File: src/rtl/uart_tx_fifo_reader.sv
// uart_tx_fifo_reader
//   UART transmit serializer acting as the dequeue-side reader of the TX FIFO.
//   Each word is requested with a one-cycle fifo_rd_req pulse, taken from the
//   FIFO's registered output one cycle later, and sent start / data LSB-first /
//   [parity] / stop on tx.
//
//   Build option: define UART_TX_PARITY_EN to insert an even-parity bit
//   between the data bits and the stop bit(s).
//
// Ports
//   clk          system clock
//   reset        synchronous, active-high
//   enable       level-sensitive permission to start new frames
//   fifo_dout    FIFO dequeue data, valid the cycle after fifo_rd_req
//   fifo_empty   FIFO empty flag
//   fifo_rd_req  one-cycle dequeue pulse per word
//   tx           serial line, idle high, driven from a flop
//   busy         high whenever the FSM is not idle
//   tx_done      one-cycle pulse on the last clk of the final stop bit
//
// state  | meaning
// IDLE   | line high, waiting for enable and a non-empty FIFO
// REQ    | fifo_rd_req asserted for one cycle
// LOAD   | FIFO output captured into the shift register
// START  | start bit (tx low)
// DATA   | data bits, LSB first
// PARITY | even-parity bit (UART_TX_PARITY_EN builds only)
// STOP   | stop bit(s); may chain straight into REQ
module uart_tx_fifo_reader #(
  parameter int CLKS_PER_BIT = 868,
  parameter int DATA_BITS    = 8,
  parameter int STOP_BITS    = 1
) (
  input  logic                 clk,
  input  logic                 reset,
  input  logic                 enable,
  input  logic [DATA_BITS-1:0] fifo_dout,
  input  logic                 fifo_empty,
  output logic                 fifo_rd_req,
  output logic                 tx,
  output logic                 busy,
  output logic                 tx_done
);

  localparam int BW = $clog2(CLKS_PER_BIT);
  localparam int IW = $clog2(DATA_BITS + 1);
  localparam logic [BW-1:0] BAUD_LAST = BW'(CLKS_PER_BIT - 1);
  localparam logic [IW-1:0] DATA_LAST = IW'(DATA_BITS - 1);
  localparam logic [IW-1:0] STOP_LAST = IW'(STOP_BITS - 1);

  typedef enum logic [2:0] {
    IDLE,
    REQ,
    LOAD,
    START,
    DATA,
`ifdef UART_TX_PARITY_EN
    PARITY,
`endif
    STOP
  } state_t;

  state_t               state, state_nxt;
  logic [BW-1:0]        baud, baud_nxt;
  logic [IW-1:0]        idx, idx_nxt;
  logic [DATA_BITS-1:0] shift, shift_nxt;
  logic                 tx_nxt;
  logic                 baud_end;

`ifdef UART_TX_PARITY_EN
  logic parity_bit;

  // The shift register is consumed during DATA, so parity is taken from the
  // word as it is loaded.
  always_ff @(posedge clk) begin
    if (reset)
      parity_bit <= 1'b0;
    else if (state == LOAD)
      parity_bit <= ^fifo_dout;
  end
`endif

  assign baud_end = (baud == BAUD_LAST);

  always_ff @(posedge clk) begin
    if (reset) begin
      state <= IDLE;
      baud  <= '0;
      idx   <= '0;
      shift <= '0;
      tx    <= 1'b1;
    end else begin
      state <= state_nxt;
      baud  <= baud_nxt;
      idx   <= idx_nxt;
      shift <= shift_nxt;
      tx    <= tx_nxt;
    end
  end

  // idx counts data bits in DATA and stop bits in STOP, so the baud counter
  // never has to span more than one bit time.
  always_comb begin
    state_nxt = state;
    baud_nxt  = baud;
    idx_nxt   = idx;
    shift_nxt = shift;
    case (state)
      IDLE: begin
        if (enable && !fifo_empty)
          state_nxt = REQ;
      end
      REQ: state_nxt = LOAD;
      LOAD: begin
        shift_nxt = fifo_dout;
        baud_nxt  = '0;
        idx_nxt   = '0;
        state_nxt = START;
      end
      START: begin
        if (baud_end) begin
          baud_nxt  = '0;
          idx_nxt   = '0;
          state_nxt = DATA;
        end else begin
          baud_nxt = baud + BW'(1);
        end
      end
      DATA: begin
        if (baud_end) begin
          baud_nxt  = '0;
          shift_nxt = shift >> 1;
          if (idx == DATA_LAST) begin
            idx_nxt = '0;
`ifdef UART_TX_PARITY_EN
            state_nxt = PARITY;
`else
            state_nxt = STOP;
`endif
          end else begin
            idx_nxt = idx + IW'(1);
          end
        end else begin
          baud_nxt = baud + BW'(1);
        end
      end
`ifdef UART_TX_PARITY_EN
      PARITY: begin
        if (baud_end) begin
          baud_nxt  = '0;
          idx_nxt   = '0;
          state_nxt = STOP;
        end else begin
          baud_nxt = baud + BW'(1);
        end
      end
`endif
      STOP: begin
        if (baud_end) begin
          baud_nxt = '0;
          if (idx == STOP_LAST) begin
            idx_nxt   = '0;
            state_nxt = (enable && !fifo_empty) ? REQ : IDLE;
          end else begin
            idx_nxt = idx + IW'(1);
          end
        end else begin
          baud_nxt = baud + BW'(1);
        end
      end
      default: state_nxt = IDLE;
    endcase
  end

  // tx is computed from the next-state values so the flop presents the new
  // bit in the same cycle the FSM enters that bit.
  always_comb begin
    tx_nxt = 1'b1;
    case (state_nxt)
      START:  tx_nxt = 1'b0;
      DATA:   tx_nxt = shift_nxt[0];
`ifdef UART_TX_PARITY_EN
      PARITY: tx_nxt = parity_bit;
`endif
      default: tx_nxt = 1'b1;
    endcase
  end

  assign fifo_rd_req = (state == REQ);
  assign busy        = (state != IDLE);
  assign tx_done     = (state == STOP) && baud_end && (idx == STOP_LAST);

endmodule

File: config.mk
export PLATFORM = sky130hd
export DESIGN_NAME = uart_tx_fifo_reader
export DESIGN_NICKNAME = d
export VERILOG_FILES = /design/src/rtl/uart_tx_fifo_reader.sv
export SDC_FILE = /design/constraint.sdc
export NUM_CORES = 1
export LEC_CHECK = 0
export BUFFER_PORTS_ARGS = -buffer_cell sky130_fd_sc_hd__buf_2
export CAP_MARGIN = 20
export CORE_ASPECT_RATIO = 1.25
export CORE_UTILIZATION = 30
export CTS_CLUSTER_DIAMETER = 200
export CTS_CLUSTER_SIZE = 30
export DETAILED_ROUTE_END_ITERATION = 10
export GPL_TIMING_DRIVEN = 0
export PLACE_DENSITY = 0.43
export SYNTH_ARGS = -nofsm -noshare
export SYNTH_HDL_FRONTEND = slang
export SYNTH_SLANG_ARGS = --single-unit
File: constraint.sdc
create_clock -name clk -period 2.46 [get_ports clk]
set_input_delay 0 -clock clk [delete_from_list [all_inputs] [get_ports clk]]
set_output_delay 0 -clock clk [all_outputs]
set_load 0.05 [all_outputs]
==> summary.txt <==
Power consumption -> 0.800 mW
CTS buffer count -> 3
Combinational share of power -> 0.114
Post-layout min period -> 2.33 ns
Grt ovf -> 0
Fin nets -> 191
Startpoint Class -> flop
Fraction of the cycle the final worst path needs -> 0.948
Port buffer count -> 15
Initial DRT Pass Iterations -> 4
Clock Sinks -> 26
Highest clock rate -> 429 MHz
Largest net degree at the start of global routing -> 15
Vias -> 1186
Worst Tran Pin Value -> 0.576 ns
Hold Fails Final Rpt -> 0
DRC Markers -> 0
CP max stage cell -> dfxtp_1
Commonest cells after routing, fill and taps aside -> 25 x dfxtp_1, 18 x nand2_1, 17 x nor2_1, 16 x buf_2, 10 x a21oi_1
Rows -> 26
Leakage -> 0.564 nW
CP max FO -> 7
Final Setup Violations -> 0
Hold Crit Class -> primary input to flop
H-Tree Depth -> 1
DIE AREA -> 0.00467 mm²
Initial Utilization -> 0.317
Fin. max-slew vios -> 0
Reg power frac -> 0.545
Main synth FF type -> dfxtp_1
Antenna-violating nets left -> 0
Setup CP Type -> flop to flop
Max-slew headroom -> 0.614
Internal -> 0.607 mW
TritonCTS clock tree -> built
Core area -> 0.00416 mm²
Synth unique cells -> 41
Crit path buffers/inverters -> 1
DR WL/cell -> 12.9 µm
Die X -> 61.3 µm
Worst setup EP type -> flop
RSZ-0062 raised after global routing -> no
Mapped Cells -> 154
Total wire length -> 2990 µm
Layout cell share with drive strength beyond 1 -> 0.183
Layout area overhead -> 17.1%
First-pass GRT wire length -> 5150 µm
Initial antenna violation count -> 0
Ant. Diodes -> 0
EDFF count, synth -> 0
Cell Area, Synth -> 0.00132 mm²
Clock skew -> 0.00954 ns
Sw frac -> 0.241
Syn_nets -> 169
Die H -> 76.2 µm
Worst Setup SP -> baud[1]
Power Density -> 517 mW/mm²
Status -> complete, no violations
Switching power -> 0.193 mW
Crit path cell chain -> ha_2 > or3b_1 > buf_2 > nor3_4 > a221oi_1 > a211oi_2 > mux2_4
Warnings, synthesis -> 0
Commonest non-fill, non-tap cell in the layout -> dfxtp_1
Clock-pin slew on the worst setup and hold paths -> 0.08 ns
WP data required -> 2.62 ns
Arr. time, crit path -> 2.49 ns
Total GRT Usage -> 0.141
Flops & latches, synth -> 26
Min-Delay Startpoint -> fifo_dout[7]
Post-CTS Hold Buffers -> 0
MaxCap Viol Count -> 0
Hpwl dp -> 2260 µm
I/O Pins -> 16
Register area share after synthesis -> 0.394
Mapped Avg Cell Area -> 8.57 µm²
Initial DRC Count -> 111
Worst-skew pair later-pin latency -> 0.27 ns
Final Wtd Congestion -> 0.799
Clk buf depth -> 2
Clock Power Share -> 0.341
Vias in the first global route -> 1123
Post-route insts no fill -> 231
Placed cell count -> 225
R2R Path Start -> baud[1]
Peak supply drop -> 172 µV
Max stage delay on crit path -> 0.39 ns
Post-synth ARST share -> 0
Vias per inst -> 5.13
CTS root buf -> clkbuf_8
Layout Utilization -> 0.371
CP top delay family -> simple AND/OR/NAND/NOR gates
-- logic make-up after synthesis --
| logic type | synth area share |
|---|---|
| AOI/OAI and AO/OA | 0.173 |
| muxes | 0.0190 |
| buffers and inverters | 0.0351 |
| adders and majority gates | 0.0284 |
| and+or+nand+nor | 0.291 |
| xor gates and xnor gates | 0.0597 |
| DFF | 0.394 |
-- tightest hold or removal path, cell delays in order --
cell and delay [ns]:
buf_2 0.09, a22oi_1 0.07, nor2_1 0.08
-- worst paths after layout --
kind | depth (start not counted) | slack, ns | to
worst max-delay path | 7 | 0.13 | tx
worst min-delay path | 3 | 0.009 | shift[7]
worst max register to register | 7 | 0.13 | tx
worst min register to register | 2 | 0.46 | shift[2]
-- power groups by stage --
stage                     clock network, mW  registers [mW]  logic [mW]
after floorplan                           0           0.447      0.0616
after detailed placement                  0           0.446      0.0892
after CTS                             0.286           0.436      0.0894
final                                 0.272           0.436      0.0914
after global routing                  0.303           0.437       0.103
after global placement                    0           0.445      0.0881
-- state kept, by name (all words and copies together), names as in the netlist --
name   count
baud      10
shift      8
idx        4
state      3
tx         1
-- through the flow --
step / setup TNS (ns) / worst slack, ns / hold slack (ns) / instance area (µm²)
2_1_floorplan: 0 / 0.268 / 0.161 / 1320
3_3_place_gp: -0.0873 / -0.0873 / 0.254 / 1470
3_5_place_dp: -0.0615 / -0.0615 / 0.286 / 1470
4_1_cts: 0 / 0.0539 / 0.00735 / 1530
5_1_grt: 0 / 0.000643 / 0.0351 / 1550
6_report: 0 / 0.128 / 0.00929 / 1550
-- final cells by class --
class                   count  area (µm²)
plain buffers               7        27.5
repair buffers             17        90.1
multi-input cells         116         762
well taps                  56        70.1
fillers                   473        2620
inverters                   5        18.8
flip-flops and latches     26         522
clock buffers               4        55.1
-- synthesized netlist by cell type (2+ instances only) --
library cell / count / area [µm²]
ha_1: 3 / 37.5
a22oi_1: 9 / 67.6
nand4_1: 5 / 31.3
nand3_1: 5 / 25.0
nand2b_1: 3 / 18.8
nor4_1: 2 / 12.5
clkbuf_1: 6 / 22.5
nor2b_1: 2 / 12.5
inv_1: 5 / 18.8
nor3_1: 2 / 10.0
xor2_1: 6 / 52.6
dfxtp_1: 26 / 521
o21ai_0: 2 / 10.0
xnor2_1: 3 / 26.3
nor2_1: 17 / 63.8
a311oi_1: 2 / 17.5
a31oi_1: 2 / 12.5
nand4bb_1: 2 / 22.5
and3_1: 3 / 18.8
a21oi_1: 10 / 50.1
nand2_1: 18 / 67.6
a41oi_1: 2 / 17.5
-- repair_timing --
item | CTS | global route
setup endpoints to repair | 1 | 16
setup buffers | 0 | 2
pin swaps | 0 | 3
resized for setup | 1 | 2
-- metal layers --
layer	track usage	vias up	wire, µm
li1	-	599	-
met1	0.185	559	1320
met2	0.237	26	1560
met3	0.0204	2	88
met4	0.0356	0	16
met5	0	-	0
Power figures use the tool's default switching activity.
